--- src/rtl/cursor_ctrl.sv ---
// Selection-cursor controller: turns direction pulses into a target grid slot and
// slides the highlight's top-left corner toward it by STEP pixels per frame.
module cursor_ctrl #(
  parameter int unsigned COLS    = 3,
  parameter int unsigned ROWS    = 2,
  parameter int unsigned X0      = 64,
  parameter int unsigned Y0      = 96,
  parameter int unsigned PITCH_X = 320,
  parameter int unsigned PITCH_Y = 320,
  parameter int unsigned STEP    = 16
) (
  input  logic        clk,
  input  logic        reset,
  input  logic        frame_tick,
  input  logic        btn_up,
  input  logic        btn_down,
  input  logic        btn_left,
  input  logic        btn_right,
  input  logic        btn_sel,
  output logic [10:0] x,
  output logic [9:0]  y,
  output logic [1:0]  col,
  output logic [1:0]  row,
  output logic        moving,
  output logic        sel_pulse,
  output logic [3:0]  sel_idx
);

  typedef enum logic {StIdle, StMoving} state_e;
  typedef enum logic [1:0] {DirUp, DirDown, DirLeft, DirRight} dir_e;

  localparam logic [1:0]  ColLast = 2'(COLS - 1);
  localparam logic [1:0]  RowLast = 2'(ROWS - 1);
  localparam logic [10:0] StepX   = 11'(STEP);
  localparam logic [9:0]  StepY   = 10'(STEP);

  state_e      state_q, state_d;
  logic [1:0]  col_q, col_d, row_q, row_d;
  logic [10:0] x_q, x_d, tx, x_step;
  logic [9:0]  y_q, y_d, ty, y_step;
  logic        pend_valid_q, pend_valid_d;
  dir_e        pend_dir_q, pend_dir_d;
  logic        sel_pulse_q, sel_pulse_d;
  logic [3:0]  sel_idx_q, sel_idx_d;

  logic        any_dir, mv_req;
  dir_e        new_dir, mv_dir;
  logic [1:0]  tgt_col, tgt_row;

  assign any_dir = btn_up | btn_down | btn_left | btn_right;

  // Same-cycle priority: up > down > left > right.
  always_comb begin
    if (btn_up)        new_dir = DirUp;
    else if (btn_down) new_dir = DirDown;
    else if (btn_left) new_dir = DirLeft;
    else               new_dir = DirRight;
  end

  // A fresh pulse beats a buffered one.
  assign mv_req = any_dir | pend_valid_q;
  assign mv_dir = any_dir ? new_dir : pend_dir_q;

  always_comb begin
    tgt_col = col_q;
    tgt_row = row_q;
    unique case (mv_dir)
      DirUp:    tgt_row = (row_q == 2'd0) ? RowLast : row_q - 2'd1;
      DirDown:  tgt_row = (row_q == RowLast) ? 2'd0 : row_q + 2'd1;
      DirLeft:  tgt_col = (col_q == 2'd0) ? ColLast : col_q - 2'd1;
      DirRight: tgt_col = (col_q == ColLast) ? 2'd0 : col_q + 2'd1;
      default:  ;
    endcase
  end

  assign tx = 11'(X0 + 32'(col_q) * PITCH_X);
  assign ty = 10'(Y0 + 32'(row_q) * PITCH_Y);

  // Pitches are multiples of STEP, so each axis lands exactly on its target.
  always_comb begin
    if (x_q < tx)      x_step = x_q + StepX;
    else if (x_q > tx) x_step = x_q - StepX;
    else               x_step = x_q;
    if (y_q < ty)      y_step = y_q + StepY;
    else if (y_q > ty) y_step = y_q - StepY;
    else               y_step = y_q;
  end

  always_comb begin
    state_d      = state_q;
    col_d        = col_q;
    row_d        = row_q;
    x_d          = x_q;
    y_d          = y_q;
    pend_valid_d = pend_valid_q;
    pend_dir_d   = pend_dir_q;
    sel_pulse_d  = 1'b0;
    sel_idx_d    = sel_idx_q;
    unique case (state_q)
      StIdle: begin
        if (mv_req) begin
          pend_valid_d = 1'b0;
          // Wrapping onto the current slot (single column/row) is a no-op.
          if (tgt_col != col_q || tgt_row != row_q) begin
            col_d   = tgt_col;
            row_d   = tgt_row;
            state_d = StMoving;
          end
        end else if (btn_sel) begin
          sel_pulse_d = 1'b1;
          sel_idx_d   = 4'(32'(row_q) * COLS + 32'(col_q));
        end
      end
      StMoving: begin
        if (any_dir) begin
          pend_valid_d = 1'b1;
          pend_dir_d   = new_dir;
        end
        if (frame_tick) begin
          x_d = x_step;
          y_d = y_step;
          if (x_step == tx && y_step == ty) state_d = StIdle;
        end
      end
      default: state_d = StIdle;
    endcase
  end

  always_ff @(posedge clk or posedge reset) begin
    if (reset) begin
      state_q      <= StIdle;
      col_q        <= 2'd0;
      row_q        <= 2'd0;
      x_q          <= 11'(X0);
      y_q          <= 10'(Y0);
      pend_valid_q <= 1'b0;
      pend_dir_q   <= DirUp;
      sel_pulse_q  <= 1'b0;
      sel_idx_q    <= 4'd0;
    end else begin
      state_q      <= state_d;
      col_q        <= col_d;
      row_q        <= row_d;
      x_q          <= x_d;
      y_q          <= y_d;
      pend_valid_q <= pend_valid_d;
      pend_dir_q   <= pend_dir_d;
      sel_pulse_q  <= sel_pulse_d;
      sel_idx_q    <= sel_idx_d;
    end
  end

  assign x         = x_q;
  assign y         = y_q;
  assign col       = col_q;
  assign row       = row_q;
  assign moving    = (state_q == StMoving);
  assign sel_pulse = sel_pulse_q;
  assign sel_idx   = sel_idx_q;

endmodule

--- config.mk ---
export PLATFORM = sky130hd
export DESIGN_NAME = cursor_ctrl
export DESIGN_NICKNAME = d
export VERILOG_FILES = /design/src/rtl/cursor_ctrl.sv
export SDC_FILE = /design/constraint.sdc
export NUM_CORES = 1
export LEC_CHECK = 0
export ABC_AREA = 1
export CORE_MARGIN = 10
export CORE_UTILIZATION = 35
export DETAILED_ROUTE_END_ITERATION = 16
export PLACE_DENSITY = 0.57
export SKIP_LAST_GASP = 1
export SLEW_MARGIN = 0
export SYNTH_ARGS = -nofsm -noshare
export SYNTH_HDL_FRONTEND = slang
export SYNTH_SLANG_ARGS = --single-unit
--- constraint.sdc ---
create_clock -name clk -period 2.7 [get_ports clk]
set_input_delay 0.54 -clock clk [delete_from_list [all_inputs] [get_ports clk]]
set_output_delay 0.54 -clock clk [all_outputs]
set_load 0.05 [all_outputs]
==> run_results.csv, run 1 <==
group,metric,value,unit
status,outcome,"finished, final reports clean",
routing,drc,0,
floorplan,die_x,106,um
global_route,grt_pass1_wl,11200,um
clocking,ctsHtreeMaxLevel,1,
timing,drv_slew,0,
synth,ys_ff_latch,26,
clocking,cts_tree,"built",
synth,synthesis.area,2610,sq um
placement,hpwl,5270,um
timing,setup_viol,0,
placement,postPlaceCellArea,3080,sq um
final_layout,final_layout_size_suffix_gt1_share,18.2,%
synth,synth_warnings,0,
final_layout,diodes,0,
global_route,track_usage,11.8,%
placement,globalplace.congestion,0.875,
routing,post_drt_wl_per_cell,12.5,um
floorplan,initial_core_util,36.0,%
setup_path,crit_fanout,8,
synth,syn_area_per_cell,6.66,sq um
timing,worst_slew_pin_slew,510,ps
setup_path,arrival,2750,ps
job,maxCapViolCount,0,
floorplan,num_rows,31,
timing,fin_crit,2550,ps
global_route,grt_pass1_vias,2381,
global_route,antenna_found_initial,0,
placement,place_inst,530,
floorplan,die-area,11300,sq um
synth,synth_commonest_cells,"118 x nand2_1, 62 x inv_1, 55 x nand3_1",
synth,ys.flop_type,"dfrtp_1",
routing,drt_first_iter_violations,77,
final_layout,nets,475,
placement,place_ws,32.7,ps
final_layout,stdcell_count,538,
synth,syn-instance-count,392,
global_route,grt_max_degree,27,
hold_path,hp-class,"reg2reg",
synth,yosysMostFrequentCell,"nand2_1",
timing,fmax,392,MHz
clocking,numClockSinks,26,
setup_path,setup.worst_path.end_class,"flop",
final_layout,fin_area,3280,sq um
clocking,clk_latency,290,ps
synth,synth_area_leaders,"dfrtp_1 22%, nand2_1 17%, ha_1 12%",
timing,relSlewSlack,65.9,%
routing,dr.pass1.iters,4,
floorplan,die_y,106,um
placement,portBuffers,30,
synth,synth_area_leader_cell,"dfrtp_1",
setup_path,worstSetupPathType,"reg2reg",
timing,tns,0,ps
routing,drt_wl_total,6740,um
clocking,clkTransAtPathRegs,110,ps
synth,synth_top_area_share,22.1,%
routing,vias,2546,
clocking,clockBufferDepth,2,
synth,synth-edff-count,0,
synth,synth_cell_types,31,
floorplan,coreArea,7250,sq um
setup_path,worstSetupStartpointType,"flop",
floorplan,pin_count,39,
synth,async_reset_ff_share,100,%
final_layout,areaGrowthSynthToFinish,25.8,%
synth,synth_seq_area_share,25.1,%
routing,ant_nets,0,
routing,vias_per_cell,4.73,
timing,fin_crit_sh,94.6,%
clocking,cts_buffers,3,
timing,setup_ws,147,ps
setup_path,crit_required,2900,ps
timing,fin_skew,10.3,ps
clocking,cts_hold_buffers,0,
global_route,gr-total-overflow,0,
clocking,clockRootBuffer,"clkbuf_8",
timing,hold_viol_final,0,
[critical path: stages, from the launching register on]
cell and delay (ps):
dfrtp_2 420, buf_4 170, ha_1 230, inv_2 90
ha_4 210, nand2_1 60, nand2_1 110, nand2_1 130
nand3_4 140, buf_4 180, nand2_2 50, nand3_1 80
nand2_1 100, nand2_1 50, nand2_1 80, nand3_1 100
nor2_2 110, nand2_1 50, nand2_1 50, nand2_1 40
[flip-flops by register name (all words and copies together) (netlist names)]
register / cells
row: 2
pend_dir_q: 2
sel_idx: 4
pend_valid_q: 1
sel_pulse: 1
x: 7
moving: 1
col: 2
y: 6
[cell type report]
| cell class | instances | area, sq um |
|---|---|---|
| Fill cell | 784 | 3970 |
| Multi-Input combinational cell | 297 | 1780 |
| Sequential cell | 26 | 659 |
| Timing Repair Buffer | 45 | 413 |
| Inverter | 67 | 251 |
| Tap cell | 99 | 124 |
| Clock buffer | 4 | 55.1 |
[routing by layer]
metal  vias to the layer above  track usage, %  wire length (um)
met4                         0            4.26               119
met5                         -               0                 0
met2                        44            18.8              3090
li1                       1325               -                 -
met3                         9            2.72               311
met1                      1168            15.2              3210
[worst paths after layout]
check | startpoint | to | slack, ps | cells past startpoint
worst max-delay path | col[0] | moving | 150 | 19
worst min-delay path | sel_idx[1] | sel_idx[1] | 490 | 2
worst max register to register | col[0] | moving | 150 | 19
worst min register to register | sel_idx[1] | sel_idx[1] | 490 | 2
max in group asynchronous | reset | y[5] | 1780 | 3
min in group asynchronous | reset | pend_valid_q | 610 | 3
[placed cells by master (no fill, tap or decap), drive strengths merged]
master           n
buf             15
dfstp            3
fa               2
o21ai           16
nand4            8
clkbuf           4
a31oi            1
inv             66
nand3b           1
clkinv           1
nand2          131
xor2             2
clkdlybuf4s50   30
or2              2
dfrtp           23
nor3             4
nand3           62
conb             8
a21oi            6
nor2            29
ha              25
[logic make-up (layout without fill, tap and decap cells)]
family	count (synthesis)	in the layout	synth area share, %
xor gates and xnor gates	2	2	0.671
buffers and inverters	76	116	12.1
and+or+nand+nor	237	237	43.0
DFF	26	26	25.1
adders and majority gates	27	27	13.5
AOI/OAI and AO/OA	23	23	5.47
other	1	8	0.144
[through the flow]
step                utilization [%]  hold slack, ps
floorplan                         -             453
global placement               42.5             464
detailed placement             42.5             464
CTS                            43.3             492
global route                   45.3             522
finish                         45.3             490
[timing repair]
action,4_1_cts,5_1_grt
buffers inserted,0,4
gates resized for setup,0,24
setup endpoints to repair,0,1
Power of run 1 is left out: the tool's default activity adds up to more than one toggle a clock period on the data nets, which glitch-free logic cannot reach.
==> inputs of run 2 (changes only) <==
Settings changed: CORE_MARGIN 10 to 2, MAX_ROUTING_LAYER set to met4.
==> run 2 against run 1 <==
  * Sequential share of layout area decreased by 0.56 points
  * Register-to-register slack gained 60 ps
  * Non-clock buffer count up 2
  * Die area down 28%
  * Wire length shrank 2.4%
  * Final cell count increased by 0.74%
  * Critical path depth did not move
  * Critical endpoint unchanged
  * Highest routed layer unchanged
==> run_results.csv, run 2 (synthesis gave the netlist of run 1 again) <==
group,metric,value,unit
final_layout,final_util,46.6,%
floorplan,pin_count,39,
setup_path,crit_buf_inv,2,
setup_path,cpMostUsedCell,"nand2_1",
final_layout,fill_cells,739,
timing,hold_ws,498,ps
placement,place_ws,12.6,ps
final_layout,final_layout_size_suffix_gt1_share,20.8,%
timing,fin_crit_sh,92.5,%
setup_path,setup.worst_path.end_class,"flop",
clocking,ctsHtreeMaxLevel,1,
global_route,antenna_found_initial,0,
placement,postPlaceCellArea,3080,sq um
global_route,track_usage,16.3,%
final_layout,multiInputGateArea,1840,sq um
routing,drt_first_iter_violations,114,
setup_path,slowest_delay,390,ps
setup_path,arrival,2680,ps
routing,dr.pass1.iters,4,
clocking,clockBufferDepth,2,
setup_path,crit_family,"simple AND/OR/NAND/NOR gates",
routing,ant_nets,0,
floorplan,initial_core_util,36.0,%
setup_path,r2r-start,"col[1]",
setup_path,crit_fanout,5,
floorplan,die_y,90.4,um
final_layout,regArea,659,sq um
setup_path,worstSetupPathType,"reg2reg",
setup_path,crit_required,2880,ps
status,outcome,"finished, final reports clean",
final_layout,areaGrowthSynthToFinish,29.4,%
global_route,grt_pass1_vias,2388,
clocking,cts_buffers,3,
routing,drt_wl_total,6580,um
hold_path,hp-start,"sel_idx[2]",
timing,fin_crit,2500,ps
final_layout,largest_reg_flops,7,
setup_path,slowest_stage,"dfrtp_2",
global_route,grt_pass1_wl,10900,um
final_layout,final_common_cell,"nand2_1",
placement,portBuffers,30,
final_layout,layout_common_cells,"109 x nand2_1, 57 x inv_1, 51 x nand3_1, 30 x clkdlybuf4s50_1, 22 x nor2_1",
hold_path,hp-class,"reg2reg",
routing,post_drt_wl_per_cell,12.1,um
clocking,clockRootBuffer,"clkbuf_8",
timing,drv_slew,0,
timing,worst_slew_pin_slew,503,ps
timing,setup_ws,203,ps
placement,globalplace.congestion,0.926,
timing,fin_skew,5.59,ps
setup_path,cp-startpoint,"col[1]",
timing,relSlewSlack,66.4,%
global_route,gr-total-overflow,0,
floorplan,coreArea,7250,sq um
floorplan,die_x,90.4,um
timing,setup_viol,0,
floorplan,die-area,8160,sq um
clocking,clk_latency,280,ps
clocking,numClockSinks,26,
clocking,cts_tree,"built",
floorplan,num_rows,31,
setup_path,path_cells,"inv_1 > ha_4 > inv_1 > ha_1 > nand2_1 > nor2_4 > nand2_4 > nand3_4 > nand2_2 > nand2_1 > nand2_2 > nor2_4 > nand3_2 > nor2_1 > nand2_1 > nor2_2 > nand2_1 > nand2_1 > nand2_1",
routing,vias,2551,
routing,vias_per_cell,4.71,
final_layout,nets,479,
placement,hpwl,4950,um
final_layout,diodes,0,
setup_path,worstSetupStartpointType,"flop",
clocking,clkTransAtPathRegs,100,ps
timing,fmax,400,MHz
timing,hold_viol_final,0,
job,maxCapViolCount,0,
final_layout,fin_area,3380,sq um
global_route,grt_max_degree,27,
routing,drc,0,
==> run 2: changes by cell type in the layout (fill, tap and decap cells not counted), moves of 2 or more <==
cell and delta:
ha_1 -2, ha_2 +2, inv_2 -3, inv_4 +2
nand2_1 -5, nand2_2 +6, nand3_1 -3, nand3_2 +3
==> run 2: layout make-up <==
cell class / instances / share of cell area (%)
Timing Repair Buffer: 47 / 12.8
Multi-Input combinational cell: 299 / 54.3
Tap cell: 99 / 3.67
Clock buffer: 3 / 1.22
Inverter: 67 / 7.59
Sequential cell: 26 / 19.5
Clock inverter: 1 / 0.889
==> run 2: metal layers <==
layer  up-vias  GRT usage, %  part of all wire (%)  routed length, um
met3        13          1.34                   2.6                172
li1       1327             -                     -                  -
met5         -             -                     0                  0
met4         0          5.64                   2.0                134
met2        40          25.6                    45               2950
met1      1171          22.3                    50               3320
==> run 2: worst paths after layout <==
check | end | slack (ps) | cells past startpoint
max | moving | 200 | 19
min | sel_idx[2] | 500 | 2
max reg2reg | moving | 200 | 19
min reg2reg | sel_idx[2] | 500 | 2
max in group asynchronous | x[6] | 1780 | 3
min in group asynchronous | y[9] | 610 | 3
==> run 2: worst reg2reg max path: cells and delay by family, from the launching register on <==
kind / cells / cell delay [ps]
fa+ha+maj: 2 / 590
buf+inv: 2 / 140
simple gates: 15 / 1300
flops: 1 / 390
==> run 2: stage by stage <==
| stage | std cells | TNS [ps] |
|---|---|---|
| finish | 542 | 0 |
| global route | 542 | -12.5 |
| detailed placement | 530 | 0 |
| floorplan | 399 | 0 |
| global placement | 530 | -8.71 |
| CTS | 534 | 0 |
==> run 2: timing repair <==
action,4_1_cts,5_1_grt
cloned,0,2
hold buffers,0,0
setup endpoints to repair,1,1
resized for setup,1,36
pin swaps,0,9
setup buffers,0,6
Power of run 2 is left out for the same reason.
